<file path="config.mk">
export PLATFORM = sky130hd
export DESIGN_NAME = sphere_scan_scheduler
export DESIGN_NICKNAME = d
export VERILOG_FILES = /design/src/rtl/sphere_pkg.sv /design/src/rtl/sphere_table.sv /design/src/rtl/sphere_scan_scheduler.sv
export SDC_FILE = /design/constraint.sdc
export NUM_CORES = 2
export LEC_CHECK = 0
export ABC_AREA = 1
export CORE_MARGIN = 3
export CORE_UTILIZATION = 40
export CTS_CLUSTER_DIAMETER = 40
export DETAILED_ROUTE_END_ITERATION = 10
export GPL_ROUTABILITY_DRIVEN = 0
export MAX_ROUTING_LAYER = met4
export PLACE_DENSITY_LB_ADDON = 0.25
export SLEW_MARGIN = 15
export SYNTH_ARGS = -nofsm -noshare
export SYNTH_HDL_FRONTEND = slang
export SYNTH_SLANG_ARGS = --single-unit
</file>
<file path="constraint.sdc">
create_clock -name CLK -period 5.3 [get_ports CLK]
set_input_delay 1.06 -clock CLK [delete_from_list [all_inputs] [get_ports CLK]]
set_output_delay 1.06 -clock CLK [all_outputs]
set_load 0.02 [all_outputs]
</file>
<file path="src/rtl/sphere_pkg.sv">
// Shared types for the sphere scan scheduler: scene/ray records and FSM state.
package sphere_pkg;

    localparam int COORD_W = 16;

    typedef struct packed {
        logic signed [COORD_W-1:0] x;
        logic signed [COORD_W-1:0] y;
        logic signed [COORD_W-1:0] z;
        logic signed [COORD_W-1:0] r;
    } sphere_t;

    typedef struct packed {
        logic signed [COORD_W-1:0] x;
        logic signed [COORD_W-1:0] y;
        logic signed [COORD_W-1:0] z;
        logic signed [COORD_W-1:0] dx;
        logic signed [COORD_W-1:0] dy;
        logic signed [COORD_W-1:0] dz;
    } ray_t;

    typedef enum logic [1:0] {
        ST_IDLE  = 2'd0,
        ST_ISSUE = 2'd1,
        ST_DRAIN = 2'd2,
        ST_DONE  = 2'd3
    } sched_state_e;

endpackage

</file>
<file path="src/rtl/sphere_table.sv">
// Scene register file: one synchronous write port, one registered read port with load enable.
module sphere_table
    import sphere_pkg::*;
#(
    parameter int MaxSpheres = 16,
    parameter int IdxW       = $clog2(MaxSpheres)
) (
    input  logic            clk_i,
    input  logic            rst_i,
    input  logic            wr_en_i,
    input  logic [IdxW-1:0] wr_addr_i,
    input  sphere_t         wr_data_i,
    input  logic            rd_en_i,
    input  logic [IdxW-1:0] rd_addr_i,
    output sphere_t         rd_data_o
);

    sphere_t mem_q [MaxSpheres];
    sphere_t rd_data_q;

    // Storage is deliberately not reset; only the read register is.
    always_ff @(posedge clk_i) begin
        if (wr_en_i) begin
            mem_q[wr_addr_i] <= wr_data_i;
        end
    end

    always_ff @(posedge clk_i) begin
        if (rst_i) begin
            rd_data_q <= '0;
        end else if (rd_en_i) begin
            rd_data_q <= mem_q[rd_addr_i];
        end
    end

    assign rd_data_o = rd_data_q;

endmodule

</file>
<file path="src/rtl/sphere_scan_scheduler.sv">
// Issues each scene sphere to the discriminant calculator for one ray and
// reports the nearest forward hit (largest negative B, lowest index on ties).
module sphere_scan_scheduler
    import sphere_pkg::*;
#(
    parameter int MaxSpheres = 16,
    parameter int IdxW       = $clog2(MaxSpheres)
) (
    input  logic                      CLK,
    input  logic                      Reset,
    input  logic                      SphWrEn,
    input  logic [IdxW-1:0]           SphWrAddr,
    input  logic signed [COORD_W-1:0] SphWrX,
    input  logic signed [COORD_W-1:0] SphWrY,
    input  logic signed [COORD_W-1:0] SphWrZ,
    input  logic signed [COORD_W-1:0] SphWrR,
    input  logic                      RayValid,
    output logic                      RayReady,
    input  logic signed [COORD_W-1:0] RayX,
    input  logic signed [COORD_W-1:0] RayY,
    input  logic signed [COORD_W-1:0] RayZ,
    input  logic signed [COORD_W-1:0] RayDX,
    input  logic signed [COORD_W-1:0] RayDY,
    input  logic signed [COORD_W-1:0] RayDZ,
    input  logic [IdxW:0]             NumSpheres,
    output logic signed [COORD_W-1:0] CalcSphereX,
    output logic signed [COORD_W-1:0] CalcSphereY,
    output logic signed [COORD_W-1:0] CalcSphereZ,
    output logic signed [COORD_W-1:0] CalcSphereR,
    output logic signed [COORD_W-1:0] CalcRayX,
    output logic signed [COORD_W-1:0] CalcRayY,
    output logic signed [COORD_W-1:0] CalcRayZ,
    output logic signed [COORD_W-1:0] CalcRayDX,
    output logic signed [COORD_W-1:0] CalcRayDY,
    output logic signed [COORD_W-1:0] CalcRayDZ,
    output logic                      CalcInputValid,
    input  logic                      CalcInputReady,
    input  logic                      CalcOutputReady,
    input  logic                      CalcIntersects,
    input  logic signed [COORD_W-1:0] CalcDisc,
    input  logic signed [COORD_W-1:0] CalcB,
    output logic                      HitValid,
    input  logic                      HitReady,
    output logic                      Hit,
    output logic [IdxW-1:0]           HitIndex,
    output logic signed [COORD_W-1:0] HitB,
    output logic signed [COORD_W-1:0] HitDisc
);

    localparam logic [IdxW:0] MaxCnt = (IdxW+1)'(MaxSpheres);
    localparam logic [IdxW:0] One    = (IdxW+1)'(1);

    sched_state_e              state_q;
    logic                      ray_ready_q;
    logic                      calc_valid_q;
    logic                      hit_valid_q;
    ray_t                      ray_q;
    logic [IdxW:0]             cnt_q;
    logic [IdxW:0]             issue_idx_q;
    logic [IdxW:0]             res_idx_q;
    logic                      found_q;
    logic [IdxW-1:0]           best_idx_q;
    logic signed [COORD_W-1:0] best_b_q;
    logic signed [COORD_W-1:0] best_disc_q;

    logic [IdxW:0]   cnt_d;
    logic [IdxW:0]   cnt_m1;
    logic [IdxW:0]   issue_idx_d;
    logic            ray_accept;
    logic            issue_fire;
    logic            last_issue;
    logic            collecting;
    logic            candidate;
    logic            tbl_wr_en;
    logic            tbl_rd_en;
    logic [IdxW-1:0] tbl_rd_addr;
    sphere_t         tbl_wr_data;
    sphere_t         tbl_rd_data;

    always_comb begin
        cnt_d       = (NumSpheres > MaxCnt) ? MaxCnt : NumSpheres;
        cnt_m1      = cnt_q - One;
        issue_idx_d = issue_idx_q + One;
        ray_accept  = (state_q == ST_IDLE) && ray_ready_q && RayValid;
        issue_fire  = (state_q == ST_ISSUE) && calc_valid_q && CalcInputReady;
        last_issue  = (issue_idx_q == cnt_m1);
        collecting  = (state_q == ST_ISSUE) || (state_q == ST_DRAIN);
        candidate   = CalcIntersects && (CalcB < 16'sd0);
        tbl_wr_en   = SphWrEn && (state_q == ST_IDLE) && !Reset;
        tbl_rd_en   = 1'b0;
        tbl_rd_addr = '0;
        // The read register doubles as the sphere operand register, so it is
        // only reloaded when a new issue index becomes current.
        if (ray_accept && (cnt_d != '0)) begin
            tbl_rd_en   = 1'b1;
            tbl_rd_addr = '0;
        end else if (issue_fire && !last_issue) begin
            tbl_rd_en   = 1'b1;
            tbl_rd_addr = issue_idx_d[IdxW-1:0];
        end
    end

    always_comb begin
        tbl_wr_data   = '0;
        tbl_wr_data.x = SphWrX;
        tbl_wr_data.y = SphWrY;
        tbl_wr_data.z = SphWrZ;
        tbl_wr_data.r = SphWrR;
    end

    sphere_table #(
        .MaxSpheres(MaxSpheres),
        .IdxW      (IdxW)
    ) u_table (
        .clk_i    (CLK),
        .rst_i    (Reset),
        .wr_en_i  (tbl_wr_en),
        .wr_addr_i(SphWrAddr),
        .wr_data_i(tbl_wr_data),
        .rd_en_i  (tbl_rd_en),
        .rd_addr_i(tbl_rd_addr),
        .rd_data_o(tbl_rd_data)
    );

    always_ff @(posedge CLK) begin
        if (Reset) begin
            state_q      <= ST_IDLE;
            ray_ready_q  <= 1'b0;
            calc_valid_q <= 1'b0;
            hit_valid_q  <= 1'b0;
            ray_q        <= '0;
            cnt_q        <= '0;
            issue_idx_q  <= '0;
            res_idx_q    <= '0;
            found_q      <= 1'b0;
            best_idx_q   <= '0;
            best_b_q     <= '0;
            best_disc_q  <= '0;
        end else begin
            case (state_q)
                ST_IDLE: begin
                    ray_ready_q <= 1'b1;
                    if (ray_accept) begin
                        ray_ready_q <= 1'b0;
                        ray_q.x     <= RayX;
                        ray_q.y     <= RayY;
                        ray_q.z     <= RayZ;
                        ray_q.dx    <= RayDX;
                        ray_q.dy    <= RayDY;
                        ray_q.dz    <= RayDZ;
                        cnt_q       <= cnt_d;
                        issue_idx_q <= '0;
                        res_idx_q   <= '0;
                        found_q     <= 1'b0;
                        best_idx_q  <= '0;
                        best_b_q    <= '0;
                        best_disc_q <= '0;
                        if (cnt_d == '0) begin
                            state_q     <= ST_DONE;
                            hit_valid_q <= 1'b1;
                        end else begin
                            state_q      <= ST_ISSUE;
                            calc_valid_q <= 1'b1;
                        end
                    end
                end
                ST_ISSUE: begin
                    if (issue_fire) begin
                        issue_idx_q <= issue_idx_d;
                        if (last_issue) begin
                            calc_valid_q <= 1'b0;
                            state_q      <= ST_DRAIN;
                        end
                    end
                end
                ST_DRAIN: begin
                    if (CalcOutputReady && (res_idx_q == cnt_m1)) begin
                        state_q     <= ST_DONE;
                        hit_valid_q <= 1'b1;
                    end
                end
                ST_DONE: begin
                    if (HitReady) begin
                        hit_valid_q <= 1'b0;
                        ray_ready_q <= 1'b1;
                        state_q     <= ST_IDLE;
                    end
                end
                default: state_q <= ST_IDLE;
            endcase

            // Results come back in issue order, so the result counter names the sphere.
            if (collecting && CalcOutputReady) begin
                res_idx_q <= res_idx_q + One;
                if (candidate && (!found_q || (CalcB > best_b_q))) begin
                    found_q     <= 1'b1;
                    best_idx_q  <= res_idx_q[IdxW-1:0];
                    best_b_q    <= CalcB;
                    best_disc_q <= CalcDisc;
                end
            end
        end
    end

    assign RayReady       = ray_ready_q;
    assign CalcInputValid = calc_valid_q;
    assign HitValid       = hit_valid_q;
    assign Hit            = found_q;
    assign HitIndex       = best_idx_q;
    assign HitB           = best_b_q;
    assign HitDisc        = best_disc_q;
    assign CalcSphereX    = tbl_rd_data.x;
    assign CalcSphereY    = tbl_rd_data.y;
    assign CalcSphereZ    = tbl_rd_data.z;
    assign CalcSphereR    = tbl_rd_data.r;
    assign CalcRayX       = ray_q.x;
    assign CalcRayY       = ray_q.y;
    assign CalcRayZ       = ray_q.z;
    assign CalcRayDX      = ray_q.dx;
    assign CalcRayDY      = ray_q.dy;
    assign CalcRayDZ      = ray_q.dz;

endmodule

</file>
==> key figures <==
STA
  – Max_slew headroom: 19.0%
  – Tmin final: 4.00 ns
  – Fmax: 0.250 GHz
  – Setup Viol. Count Final: 0
  – Slew Viols, Final: 0
  – Fin crit share: 75.5%
  – Worst hold margin: 0.454 ns
  – Final Hold Viols: 0
  – RSZ-0062 raised after global routing: no
  – Setup_tns: 0 ns
  – Worst slew pin tran: 1.21 ns
  – Post-Route Skew: 0.0437 ns

Synth
  – Asr flop ratio synth: 0%
  – Synthesized Nets: 5881
  – Largest family of logic cells by synthesized area: simple AND/OR/NAND/NOR gates
  – Register bit total from synthesis: 1241
  – Synthesized area: 0.0551 mm2
  – Adder-cell share of the synthesized area: 0.522%
  – Warnings from Yosys: 0
  – Simple-gate share of the synthesized area: 22.2%
  – Syn avg cell area: 9.75 um2
  – Post-synth EDFFs: 1024
  – Syn Inst Count: 5649
  – Main synth FF type: edfxtp_1
  – Multiplexer share of the synthesized area: 0%
  – Post-synthesis compound-gate area fraction: 2.01%
  – Synth cell types: 30
  – Seq/Total Area, Yosys: 63.7%
  – Synth Area in XOR/XNOR: 0.0318%

Run status
  – Status: complete, no violations

Floorplan
  – Initial core utilization: 40.5%
  – Core Area: 0.136 mm2
  – Number of placed I/O pins: 409
  – Die X: 377 um
  – Row count: 135
  – DIE AREA: 0.142 mm2
  – Die height: 377 um

Global route
  – Met2 Use GR: 36.8%
  – GR Overflow Total: 0
  – Vias in the first global route: 39.8k
  – Gr busiest metal: met2
  – Pin count of the biggest net entering global routing: 229
  – Met3 usage: 5.43%
  – Met1 Usage GRT: 30.2%
  – Antenna violations before repair: 16
  – Total Routing Usage GR: 23.6%
  – First-pass GRT wire length: 249000 um

Cells and area
  – Final #Nets: 6149
  – Most frequent cells in the layout: inv_1, edfxtp_1, nand3_1
  – Share of cells above drive strength 1: 6.81%
  – Syn-to-layout area delta: 21.7%
  – Most common cell after layout, fill and taps aside: inv_1

Critical path
  – Worst Path Buf+Inv: 5
  – Crit. End Element: flip-flop
  – CP delay by family, top: buffers and inverters
  – Worst Path Arrival: 4.70 ns
  – Slowest stage delay, CP: 0.72 ns
  – Critical-path cell list: inv_1, ha_1, inv_1, nand2_1, nand2_1, nand2_1, nand2_1, nor2_1, nand3_4, buf_4, buf_12, nand4_1, nand3_1, nand3_1, nand3_1, nand3_1, nand2_1, inv_1
  – Startpoint class of the critical path: flip-flop
  – Most frequent cell on the critical path: nand2_1
  – Critical path class: reg -> reg
  – Max FO, Critical Path: 162
  – CP max stage cell: buf_4
  – CP required: 5.99 ns

Drt
  – DR vias/cell: 5.32
  – Vias: 41.9k
  – Final ANT Viol Nets: 0
  – DRC marker count from the first detailed-route iteration: 3730
  – Drt first pass iters: 9
  – # DRC: 0
  – Post-Route WL: 166000 um
  – Routed len/inst: 21.1 um

Clock network
  – Clock-pin slew on the worst setup and hold paths: 0.05 ns
  – Clk buf depth: 3
  – CTS sink count: 1241
  – Clock root buffer: clkbuf_16
  – Postcts setup bufs: 0
  – Post-cts sizing count: 0
  – Clock buffer count from CTS: 174
  – TritonCTS clock tree: done
  – H-tree level count: 4
  – CTS hold repair buffers: 0
  – Worst skew pair latency: 0.79 ns

Placed design
  – IO buf count: 408
  – Final HPWL DP: 84300 um

Run
  – Max_cap viols: 0

Power
  – P_leak: 28.1 nW
  – PD cells: 400 mW/mm2
  – Worst IR Drop VDD: 0.382 mV

Min path
  – Hold WC Path Type: reg -> reg
per-layer routing:
metal  vias to the layer above  routed length [um]
li1                      19535                   -
met1                     20243               68700
met2                      1808               77100
met3                       285               15300
met4                         0                5010
met5                         -                   0
tightest hold or removal path, delay by kind of cell (launching register included):
family	cells	cell delay, ns
flip-flops	1	0.31
buffers and inverters	1	0.05
AO/OA/AOI/OAI	1	0.05
final cells by class:
cell class / count / area, um2
timing repair buffer: 489 / 5160
sequential: 1241 / 35100
fill: 12330 / 69100
clock inverter: 128 / 1620
tap: 1781 / 2230
inverter: 1212 / 4560
antenna: 18 / 45.0
multi-input combinational: 2799 / 13900
clock buffer: 198 / 4480
report_power, final:
group / total (W) / internal [W] / switching [W]
clock: 0.0120 / 0.00743 / 0.00460
combinational: 0.00361 / 0.00110 / 0.00251
sequential: 0.0112 / 0.0109 / 0.000268
total: 0.0268 / 0.0195 / 0.00738
synthesized netlist by cell type (18+ instances only):
library cell | n | area [um2]
inv_1 | 1209 | 4540
dfxtp_1 | 217 | 4340
buf_4 | 21 | 158
nor2_1 | 90 | 338
ha_1 | 23 | 288
buf_2 | 179 | 896
nand4_1 | 516 | 3230
o21ai_0 | 78 | 390
clkbuf_1 | 148 | 556
edfxtp_1 | 1024 | 30700
nand3_1 | 988 | 4940
nand3b_1 | 18 | 135
nand2_1 | 937 | 3520
buf_1 | 48 | 180
a21oi_1 | 125 | 626
cells by family (layout without fill, tap and decap cells):
logic type      after synthesis  in the layout
compound gates              214            214
simple gates               2560           2560
other cells                   0             18
flops                      1241           1241
fa+ha+maj                    23             23
xor+xnor                      2              2
buf+inv                    1609           2027
flip-flops by register name, indices dropped and copies added, names as in the netlist, 16 cells and up:
name,cells
CalcRayDY,16
CalcRayDX,16
HitDisc,16
CalcRayY,16
CalcRayDZ,16
CalcRayX,16
u_table.rd_data_o,64
CalcRayZ,16
u_table.mem_q,1024
HitB,16
final timing paths:
check | startpoint | endpoint | slack, ns | depth (start not counted)
worst max-delay path | cnt_q[0]$_SDFFE_PP0P_ | u_table.rd_data_o[37]$_SDFFE_PP0P_ | 1.30 | 18
worst min-delay path | HitValid$_SDFFE_PP0P_ | HitValid$_SDFFE_PP0P_ | 0.45 | 2
worst max register to register | cnt_q[0]$_SDFFE_PP0P_ | u_table.rd_data_o[37]$_SDFFE_PP0P_ | 1.30 | 18
worst min register to register | HitValid$_SDFFE_PP0P_ | HitValid$_SDFFE_PP0P_ | 0.45 | 2
per-stage QoR:
stage	instances	instance area [um2]	setup slack (ns)	power (W)	util, %
floorplan	5649	55100	0.582	0.0133	-
global placement	7522	60900	0.937	0.0150	44.7
detailed placement	7522	60900	0.875	0.0150	44.7
CTS	7848	67000	1.36	0.0271	49.2
global route	7864	67100	0.959	0.0278	49.3
finish	7866	67100	1.30	0.0268	49.3
No activity file was read; power rests on OpenSTA's default activity.
